[src/rtl/proc_ctrl_seq.sv]
// proc_ctrl_seq: multi-cycle control sequencer for one distributed-processor core.
// Decodes the opcode class and steps the ALU, register file, instruction pointer,
// qclk load, pulse strobe, fproc handshake and sync barrier.
module proc_ctrl_seq #(
  parameter int ALU_LATENCY   = 1,
  parameter int FPROC_TIMEOUT = 0,
  parameter int TO_WIDTH      = 16
) (
  input  logic       clk,
  input  logic       reset,
  input  logic [7:0] opcode,
  input  logic       fproc_ready,
  input  logic       sync_enable,
  input  logic       cstrobe_in,
  output logic [2:0] alu_opcode,
  output logic       alu_in0_sel,
  output logic [1:0] alu_in1_sel,
  output logic       reg_write_en,
  output logic       instr_ptr_en,
  output logic [1:0] instr_ptr_load_en,
  output logic       qclk_load_en,
  output logic       c_strobe_enable,
  output logic       sync_out_ready,
  output logic       fproc_out_ready,
  output logic       halted,
  output logic [1:0] err
);

  // State encoding
  localparam logic [3:0] ST_INIT            = 4'd0;
  localparam logic [3:0] ST_ALU_WAIT        = 4'd1;
  localparam logic [3:0] ST_ALU_COMMIT      = 4'd2;
  localparam logic [3:0] ST_QCLK_COMMIT     = 4'd3;
  localparam logic [3:0] ST_JCOND_COMMIT    = 4'd4;
  localparam logic [3:0] ST_ALU_FPROC_WAIT  = 4'd5;
  localparam logic [3:0] ST_JUMP_FPROC_WAIT = 4'd6;
  localparam logic [3:0] ST_SYNC_WAIT       = 4'd7;
  localparam logic [3:0] ST_HALT            = 4'd8;

  // Opcode classes (opcode[7:4])
  localparam logic [3:0] CL_PULSE_I    = 4'd0;
  localparam logic [3:0] CL_REG_ALU    = 4'd1;
  localparam logic [3:0] CL_JUMP_I     = 4'd2;
  localparam logic [3:0] CL_JUMP_COND  = 4'd3;
  localparam logic [3:0] CL_INC_QCLK   = 4'd4;
  localparam logic [3:0] CL_ALU_FPROC  = 4'd5;
  localparam logic [3:0] CL_JUMP_FPROC = 4'd6;
  localparam logic [3:0] CL_SYNC       = 4'd7;
  localparam logic [3:0] CL_HALT       = 4'd8;

  // ALU input 1 sources
  localparam logic [1:0] SEL_REG   = 2'd0;
  localparam logic [1:0] SEL_QCLK  = 2'd1;
  localparam logic [1:0] SEL_FPROC = 2'd2;

  // The first ALU_WAIT cycle holds ALU_LATENCY-1; leaving at 1 gives exactly
  // ALU_LATENCY cycles from operand select to commit.
  localparam logic [3:0]          LAT_LOAD = 4'(ALU_LATENCY - 1);
  localparam bit                  LAT_ONE  = (ALU_LATENCY == 1);
  localparam bit                  TO_EN    = (FPROC_TIMEOUT != 0);
  localparam logic [TO_WIDTH-1:0] TO_LAST  = TO_WIDTH'(FPROC_TIMEOUT - 1);

  logic [3:0]          state_q, state_d;
  logic [3:0]          lat_q, lat_d;
  logic [3:0]          tgt_q, tgt_d;
  logic [TO_WIDTH-1:0] to_q, to_d;
  logic [1:0]          sel_q, sel_d;
  logic [1:0]          err_q, err_d;

  logic       ce_c, ipe_c, rwe_c, qle_c, sor_c, fpr_c, hlt_c;
  logic [1:0] ipl_c;
  logic       start_alu;
  logic [3:0] start_tgt;
  logic [3:0] op_class;

  assign op_class    = opcode[7:4];
  assign alu_opcode  = opcode[2:0];
  assign alu_in0_sel = opcode[3];

  // Next-state and output decode from the current state and opcode class.
  always_comb begin
    state_d   = state_q;
    lat_d     = lat_q;
    tgt_d     = tgt_q;
    to_d      = to_q;
    sel_d     = sel_q;
    err_d     = err_q;
    ce_c      = 1'b0;
    ipe_c     = 1'b0;
    ipl_c     = 2'd0;
    rwe_c     = 1'b0;
    qle_c     = 1'b0;
    sor_c     = 1'b0;
    fpr_c     = 1'b0;
    hlt_c     = 1'b0;
    start_alu = 1'b0;
    start_tgt = ST_ALU_COMMIT;
    case (state_q)
      ST_INIT: begin
        case (op_class)
          CL_PULSE_I: begin
            ce_c  = 1'b1;
            ipe_c = cstrobe_in;
          end
          CL_REG_ALU: begin
            sel_d     = SEL_REG;
            start_alu = 1'b1;
            start_tgt = ST_ALU_COMMIT;
          end
          CL_JUMP_I: begin
            ipe_c = 1'b1;
            ipl_c = 2'd1;
          end
          CL_JUMP_COND: begin
            sel_d     = SEL_REG;
            start_alu = 1'b1;
            start_tgt = ST_JCOND_COMMIT;
          end
          CL_INC_QCLK: begin
            sel_d     = SEL_QCLK;
            start_alu = 1'b1;
            start_tgt = ST_QCLK_COMMIT;
          end
          CL_ALU_FPROC: begin
            fpr_c   = 1'b1;
            to_d    = '0;
            state_d = ST_ALU_FPROC_WAIT;
          end
          CL_JUMP_FPROC: begin
            fpr_c   = 1'b1;
            to_d    = '0;
            state_d = ST_JUMP_FPROC_WAIT;
          end
          CL_SYNC: state_d = ST_SYNC_WAIT;
          CL_HALT: state_d = ST_HALT;
          default: begin
            err_d[1] = 1'b1;
            state_d  = ST_HALT;
          end
        endcase
      end
      ST_ALU_WAIT: begin
        lat_d = lat_q - 4'd1;
        if (lat_q == 4'd1) begin
          state_d = tgt_q;
        end
      end
      ST_ALU_COMMIT: begin
        rwe_c   = 1'b1;
        ipe_c   = 1'b1;
        state_d = ST_INIT;
      end
      ST_QCLK_COMMIT: begin
        qle_c   = 1'b1;
        ipe_c   = 1'b1;
        state_d = ST_INIT;
      end
      ST_JCOND_COMMIT: begin
        ipe_c   = 1'b1;
        ipl_c   = 2'd2;
        state_d = ST_INIT;
      end
      ST_ALU_FPROC_WAIT, ST_JUMP_FPROC_WAIT: begin
        sel_d = SEL_FPROC;
        // A ready arriving on the last allowed cycle still completes normally.
        if (fproc_ready) begin
          start_alu = 1'b1;
          start_tgt = (state_q == ST_ALU_FPROC_WAIT) ? ST_ALU_COMMIT : ST_JCOND_COMMIT;
        end else if (TO_EN) begin
          if (to_q == TO_LAST) begin
            err_d[0] = 1'b1;
            state_d  = ST_HALT;
          end else begin
            to_d = to_q + TO_WIDTH'(1);
          end
        end
      end
      ST_SYNC_WAIT: begin
        sor_c = 1'b1;
        if (sync_enable) begin
          ipe_c   = 1'b1;
          state_d = ST_INIT;
        end
      end
      ST_HALT: hlt_c = 1'b1;
      default: state_d = ST_INIT;
    endcase
    // Shared entry into the ALU pipeline from INIT or an fproc wait.
    if (start_alu) begin
      if (LAT_ONE) begin
        state_d = start_tgt;
      end else begin
        state_d = ST_ALU_WAIT;
        lat_d   = LAT_LOAD;
        tgt_d   = start_tgt;
      end
    end
  end

  // State, counters, latched ALU source and sticky error flags.
  always_ff @(posedge clk) begin
    if (reset) begin
      state_q <= ST_INIT;
      lat_q   <= '0;
      tgt_q   <= ST_INIT;
      to_q    <= '0;
      sel_q   <= SEL_REG;
      err_q   <= '0;
    end else begin
      state_q <= state_d;
      lat_q   <= lat_d;
      tgt_q   <= tgt_d;
      to_q    <= to_d;
      sel_q   <= sel_d;
      err_q   <= err_d;
    end
  end

  // Enables are suppressed while reset is held so an aborted instruction never commits.
  assign alu_in1_sel       = sel_d;
  assign reg_write_en      = rwe_c & ~reset;
  assign instr_ptr_en      = ipe_c & ~reset;
  assign instr_ptr_load_en = reset ? 2'd0 : ipl_c;
  assign qclk_load_en      = qle_c & ~reset;
  assign c_strobe_enable   = ce_c & ~reset;
  assign sync_out_ready    = sor_c & ~reset;
  assign fproc_out_ready   = fpr_c & ~reset;
  assign halted            = hlt_c & ~reset;
  assign err               = err_q;

endmodule

[config.mk]
export PLATFORM = sky130hd
export DESIGN_NAME = proc_ctrl_seq
export DESIGN_NICKNAME = d
export VERILOG_FILES = /design/src/rtl/proc_ctrl_seq.sv
export SDC_FILE = /design/constraint.sdc
export NUM_CORES = 1
export LEC_CHECK = 0
export ABC_AREA = 1
export BUFFER_PORTS_ARGS = -buffer_cell sky130_fd_sc_hd__buf_4
export CORE_UTILIZATION = 48
export CTS_CLUSTER_SIZE = 10
export DETAILED_ROUTE_END_ITERATION = 8
export GPL_ROUTABILITY_DRIVEN = 0
export PLACE_DENSITY = 0.78
export SYNTH_ARGS = -nofsm -noshare
export SYNTH_HDL_FRONTEND = slang
export SYNTH_SLANG_ARGS = --single-unit
[constraint.sdc]
create_clock -name clk -period 1.4 [get_ports clk]
set_input_delay 0.07 -clock clk [delete_from_list [all_inputs] [get_ports clk]]
set_output_delay 0.07 -clock clk [all_outputs]
set_load 0.05 [all_outputs]
## Word level (Yosys, flattened, before mapping)

Index checks and enable logic that the tools add are counted.

| cells by class | value |
|---|---|
| $add $sub $neg | 1 |
| equality and inequality tests | 21 |
| multiplexer cells | 28 |
| bitwise logic cells | 9 |
| reductions and logical operators | 12 |

Operators by type and width:

| cell | count |
|---|---|
| $eq A4 B3 Y1 const B | 8 |
| $pmux W4 S4 | 2 |
| $eq A4 B2 Y1 const B | 4 |
| $eq A4 B1 Y1 const B | 3 |
| $mux W1 | 12 |
| $mux W4 | 3 |
| $pmux W2 S2 | 3 |
| $pmux W3 S2 | 2 |
| $ne A3 B3 Y1 const B | 3 |
| $reduce_or A3 Y1 | 3 |
| $reduce_or A9 Y1 | 1 |
| $eq A4 B4 Y1 const B | 2 |
| $logic_not A4 Y1 | 2 |
| $and A1 B1 Y1 | 7 |
| $mux W3 | 2 |
| $reduce_or A2 Y1 | 3 |
| $reduce_or A5 Y1 | 1 |
| $pmux W1 S2 | 2 |
| $reduce_and A4 Y1 | 1 |
| $sub A4 B1 Y4 const B | 1 |
| $pmux W1 S3 | 1 |
| $mux W2 | 1 |
| $ne A2 B1 Y1 const B | 1 |
| $not A1 Y1 | 2 |
| $reduce_and A2 Y1 | 1 |

| word-level totals | value |
|---|---|
| register bits after elaboration | 11 |
| output and inout bits | 17 |

## Longest topological paths before layout

| depth | value |
|---|---|
| depth in word-level cells | 6 |
| depth in mapped cells | 9 |
| depth with buffers taken out | 9 |

## Least setup slack after synthesis

No wires, ideal clock.

| timing path | value |
|---|---|
| kind | reg-to-output |
| start | reg state_q[2] |
| end | out c_strobe_enable |
| data arrival time | 2,211 ps |
| slack | -881 ps |
| stages on the path, launching flop included | 6 |
| cells stage by stage | dfxtp_1 inv_1 nand2_4 nor2_8 inv_2 nor4_1 |

| between the ends | value |
|---|---|
| longest elaborated chain between the ends | 3 |

Ends and longest elaborated chain:

| what | RTL line | text |
|---|---|---|
| start, declared | 63 | `logic [3:0] state_q, state_d;` |
| start signal, assigned | 210 | `state_q <= state_d;` |
| $logic_not A4 Y1 | 98 | `case (state_q)` |
| $mux W1 | 98 |  |
| $and A1 B1 Y1 | 225 | `assign c_strobe_enable = ce_c & ~reset;` |
| end, declared | 22 | `output logic c_strobe_enable,` |

No other way between the ends.

## Worst setup path after layout

| timing path | value |
|---|---|
| start | reg state_q[0] |
| end | out alu_in1_sel[0] |

| between the ends | value |
|---|---|
| longest elaborated chain between the ends | 3 |
| elaborated cells on any way between the ends | 5 |

Ends and longest elaborated chain:

| what | RTL line | text |
|---|---|---|
| $eq A4 B3 Y1 | 98 |  |
| $reduce_or A2 Y1 | -- |  |
| $pmux W2 S2 * | 98 |  |
| end, declared | 17 | `output logic [1:0] alu_in1_sel,` |

Mark *: on every way between the ends. The rest lies on a longest branch, timed or not.

==> flow_summary_export.csv <==
group,metric,value,unit
route,ant_nets,0,
timing,setup_viol,7,
timing,tns,-0.7991,ns
timing,fmax,641.8,MHz
logic_synthesis,synth_flop_cell,"dfxtp_1",
placement,port_buffers,20,
cts,cts_num_sinks,11,
finish,nFillCells,101,
logic_synthesis,ys_ff_latch,11,
pwr,leakagePower,0.5298,nW
finish,finalNetCount,171,
finish,multiInputGateArea,598.1,um^2
worst_hold_path,hold_path.class,"in2reg",
route,vias_per_cell,5.626,
logic_synthesis,synth-async-reset-ratio,0,%
worst_setup_path,cpMaxStageDelayCell,"dfxtp_4",
floorplan,dieArea,1898,um^2
global_route,overflow,0,
timing,maxSlewViolCount,0,
cts,cts.path.max_buffers,2,
logic_synthesis,syn_area_per_cell,6.636,um^2
global_route,grt.total_usage,27.24,%
logic_synthesis,synth_most_common_cell,"nand2_1",
placement,dpl.hpwl,1.455,mm
global_route,grt_pass1_vias,875,
pwr,power,1.183,mW
worst_setup_path,arrival,1.49,ns
floorplan,placementRows,14,
worst_setup_path,cpPeakStageDelay,0.38,ns
global_route,grt_max_degree,17,
cts,cts_max_level,1,
worst_setup_path,cp_top_family,"simple AND/OR/NAND/NOR gates",
logic_synthesis,ys_top_cells_by_area,"dfxtp_1 27%, nand2_1 9.0%, inv_1 7.2%",
global_route,antenna_found_initial,0,
finish,seq_area,230.2,um^2
logic_synthesis,seq_area_frac_synth,26.55,%
timing,period_share,111.3,%
finish,design_area,1247,um^2
worst_setup_path,worstSetupPathType,"reg2out",
worst_setup_path,crit_fanout,5,
timing,hold_viol_final,0,
timing,finalCriticalPeriod,1.558,ns
worst_setup_path,critPathCaptureType,"output pin",
cts,hold_buffers,0,
worst_setup_path,crit_chain,"inv_4, nand2_8, buf_4, nand3_2, nand3_1, nand2_1, buf_6",
logic_synthesis,synth_edf_count,0,
route,drt-wirelength-per-cell,14.50,um
outcome,outcome,"finished with violations",
timing,rsz0062_at_grt,"true",
route,drc,6,
route,dr_total_vias,962,
floorplan,start_util,53.21,%
logic_synthesis,synth_top_area_share,26.55,%
placement,place_area,1006,um^2
pwr,ir_drop,654.4,uV
worst_setup_path,worstPathRequired,1.33,ns
route,drt_first_iter_violations,62,
cts,cts.clk_slew.worst_paths,0.07,ns
pwr,powerDensity,948.5,nW/um^2
global_route,grt_pass1_wl,3.753,mm
floorplan,die_x,43.57,um
worst_setup_path,critPathLaunchType,"flop",
finish,drive_above_1_share,46.45,%
logic_synthesis,synth_common_cells,"20 x nand2_1, 16 x inv_1, 13 x nor2_1",
route,finalWirelength,2.479,mm
placement,place_worst_setup_slack,0.02396,ns
cts,root_buffer,"clkbuf_4",
flow_run,max_cap_violations,0,
cts,cts_tree,"done",
floorplan,core_area,1559,um^2
finish,antenna_cells,0,
timing,skew,0.007508,ns
worst_setup_path,cp.buffers_inverters,3,
floorplan,ios,30,
logic_synthesis,syn_area,829.5,um^2
logic_synthesis,syn_inst,125,
cts,clkLatencyLatePin,0.29,ns
logic_synthesis,syn_nets,140,
timing,fin_ws,-0.1582,ns
logic_synthesis,yosys.cell_types.count,28,
cts,numCtsBuffers,3,
finish,area_growth,50.38,%
route,drtPass1Iterations,6,
logic_synthesis,synth_top_area_cell,"dfxtp_1",
floorplan,die_h,43.57,um
outcome,failed_checks,"DRC, setup timing",
logic_synthesis,yosysWarnings,0,
## sequential cells by signal, indices dropped and copies added (netlist names)
name     flops
state_q      4
sel_q        2
lat_q        4
err          1
## logic make-up (layout without fill, tap and decap cells)
kind of cell / Yosys count / in the layout / synth area share [%]
DFF: 11 / 11 / 26.55
other: 1 / 1 / 0.4521
buffers and inverters: 28 / 58 / 14.93
adders and majority gates: 2 / 2 / 3.016
and+or+nand+nor: 62 / 62 / 40.57
AOI/OAI and AO/OA: 21 / 21 / 14.48
## per-layer routing
metal	track usage (%)	part of all wire [%]	vias up
li1	-	-	469
met1	32.31	39	428
met2	46.57	51	50
met3	7.500	6.8	15
met4	10.00	3.2	0
met5	0	0	-
## placed cells by master, fill, tap and decap left out, types with 5 or more instances in the layout
cell type	netlist	layout
a21oi_1	11	10
buf_4	5	24
buf_6	0	9
dfxtp_1	11	7
inv_1	16	13
nand2_1	20	16
nand2_2	1	5
nand3_1	10	10
nor2_1	13	12
## timing repair
item | 4_1_cts | 5_1_grt
setup buffers | 8 | 5
endpoints found under the hold margin | 0 | 0
resized for setup | 19 | 16
endpoints found under the setup margin | 8 | 14
cloned | 0 | 0
pin swaps | 4 | 10
## worst reg2reg max path, cell delays in order, from the launching register on
cell     delay [ns]
dfxtp_4        0.37
inv_4          0.08
nand2_8        0.06
nor2_8         0.17
buf_6          0.14
buf_4          0.11
nand2_2        0.05
nand2_2        0.09
inv_2          0.05
a21oi_2        0.18
a21oi_1        0.09
## final timing paths
| path | startpoint | to | slack (ns) | depth (start not counted) |
|---|---|---|---|---|
| max | state_q[0] | alu_in1_sel[0] | -0.16 | 7 |
| min | reset | state_q[3] | 0.13 | 2 |
| max reg2reg | state_q[0] | state_q[1] | -0.10 | 10 |
| min reg2reg | sel_q[1] | sel_q[1] | 0.48 | 2 |
## metrics by stage
stage / hold WS [ns] / std cells / utilization, %
2_1_floorplan: 0.2446 / 125 / -
3_3_place_gp: 0.1406 / 154 / 64.53
3_5_place_dp: 0.1406 / 154 / 64.53
4_1_cts: 0.1181 / 166 / 74.32
5_1_grt: 0.1385 / 171 / 80.02
6_report: 0.1309 / 171 / 80.02
## power by group
part | leakage [nW] | total [mW] | switching (mW) | internal (mW)
clock | 0.0150 | 0.230 | 0.119 | 0.111
sequential | 0.0919 | 0.362 | 0.0227 | 0.340
combinational | 0.423 | 0.590 | 0.363 | 0.227
## layout make-up
cell class	instances	area share [%]
well taps	16	1.605
multi-input cells	86	47.94
inverters	21	7.322
repair buffers	33	22.57
clock buffers	4	2.106
flip-flops and latches	11	18.46
(Power assumes the default switching activity.)
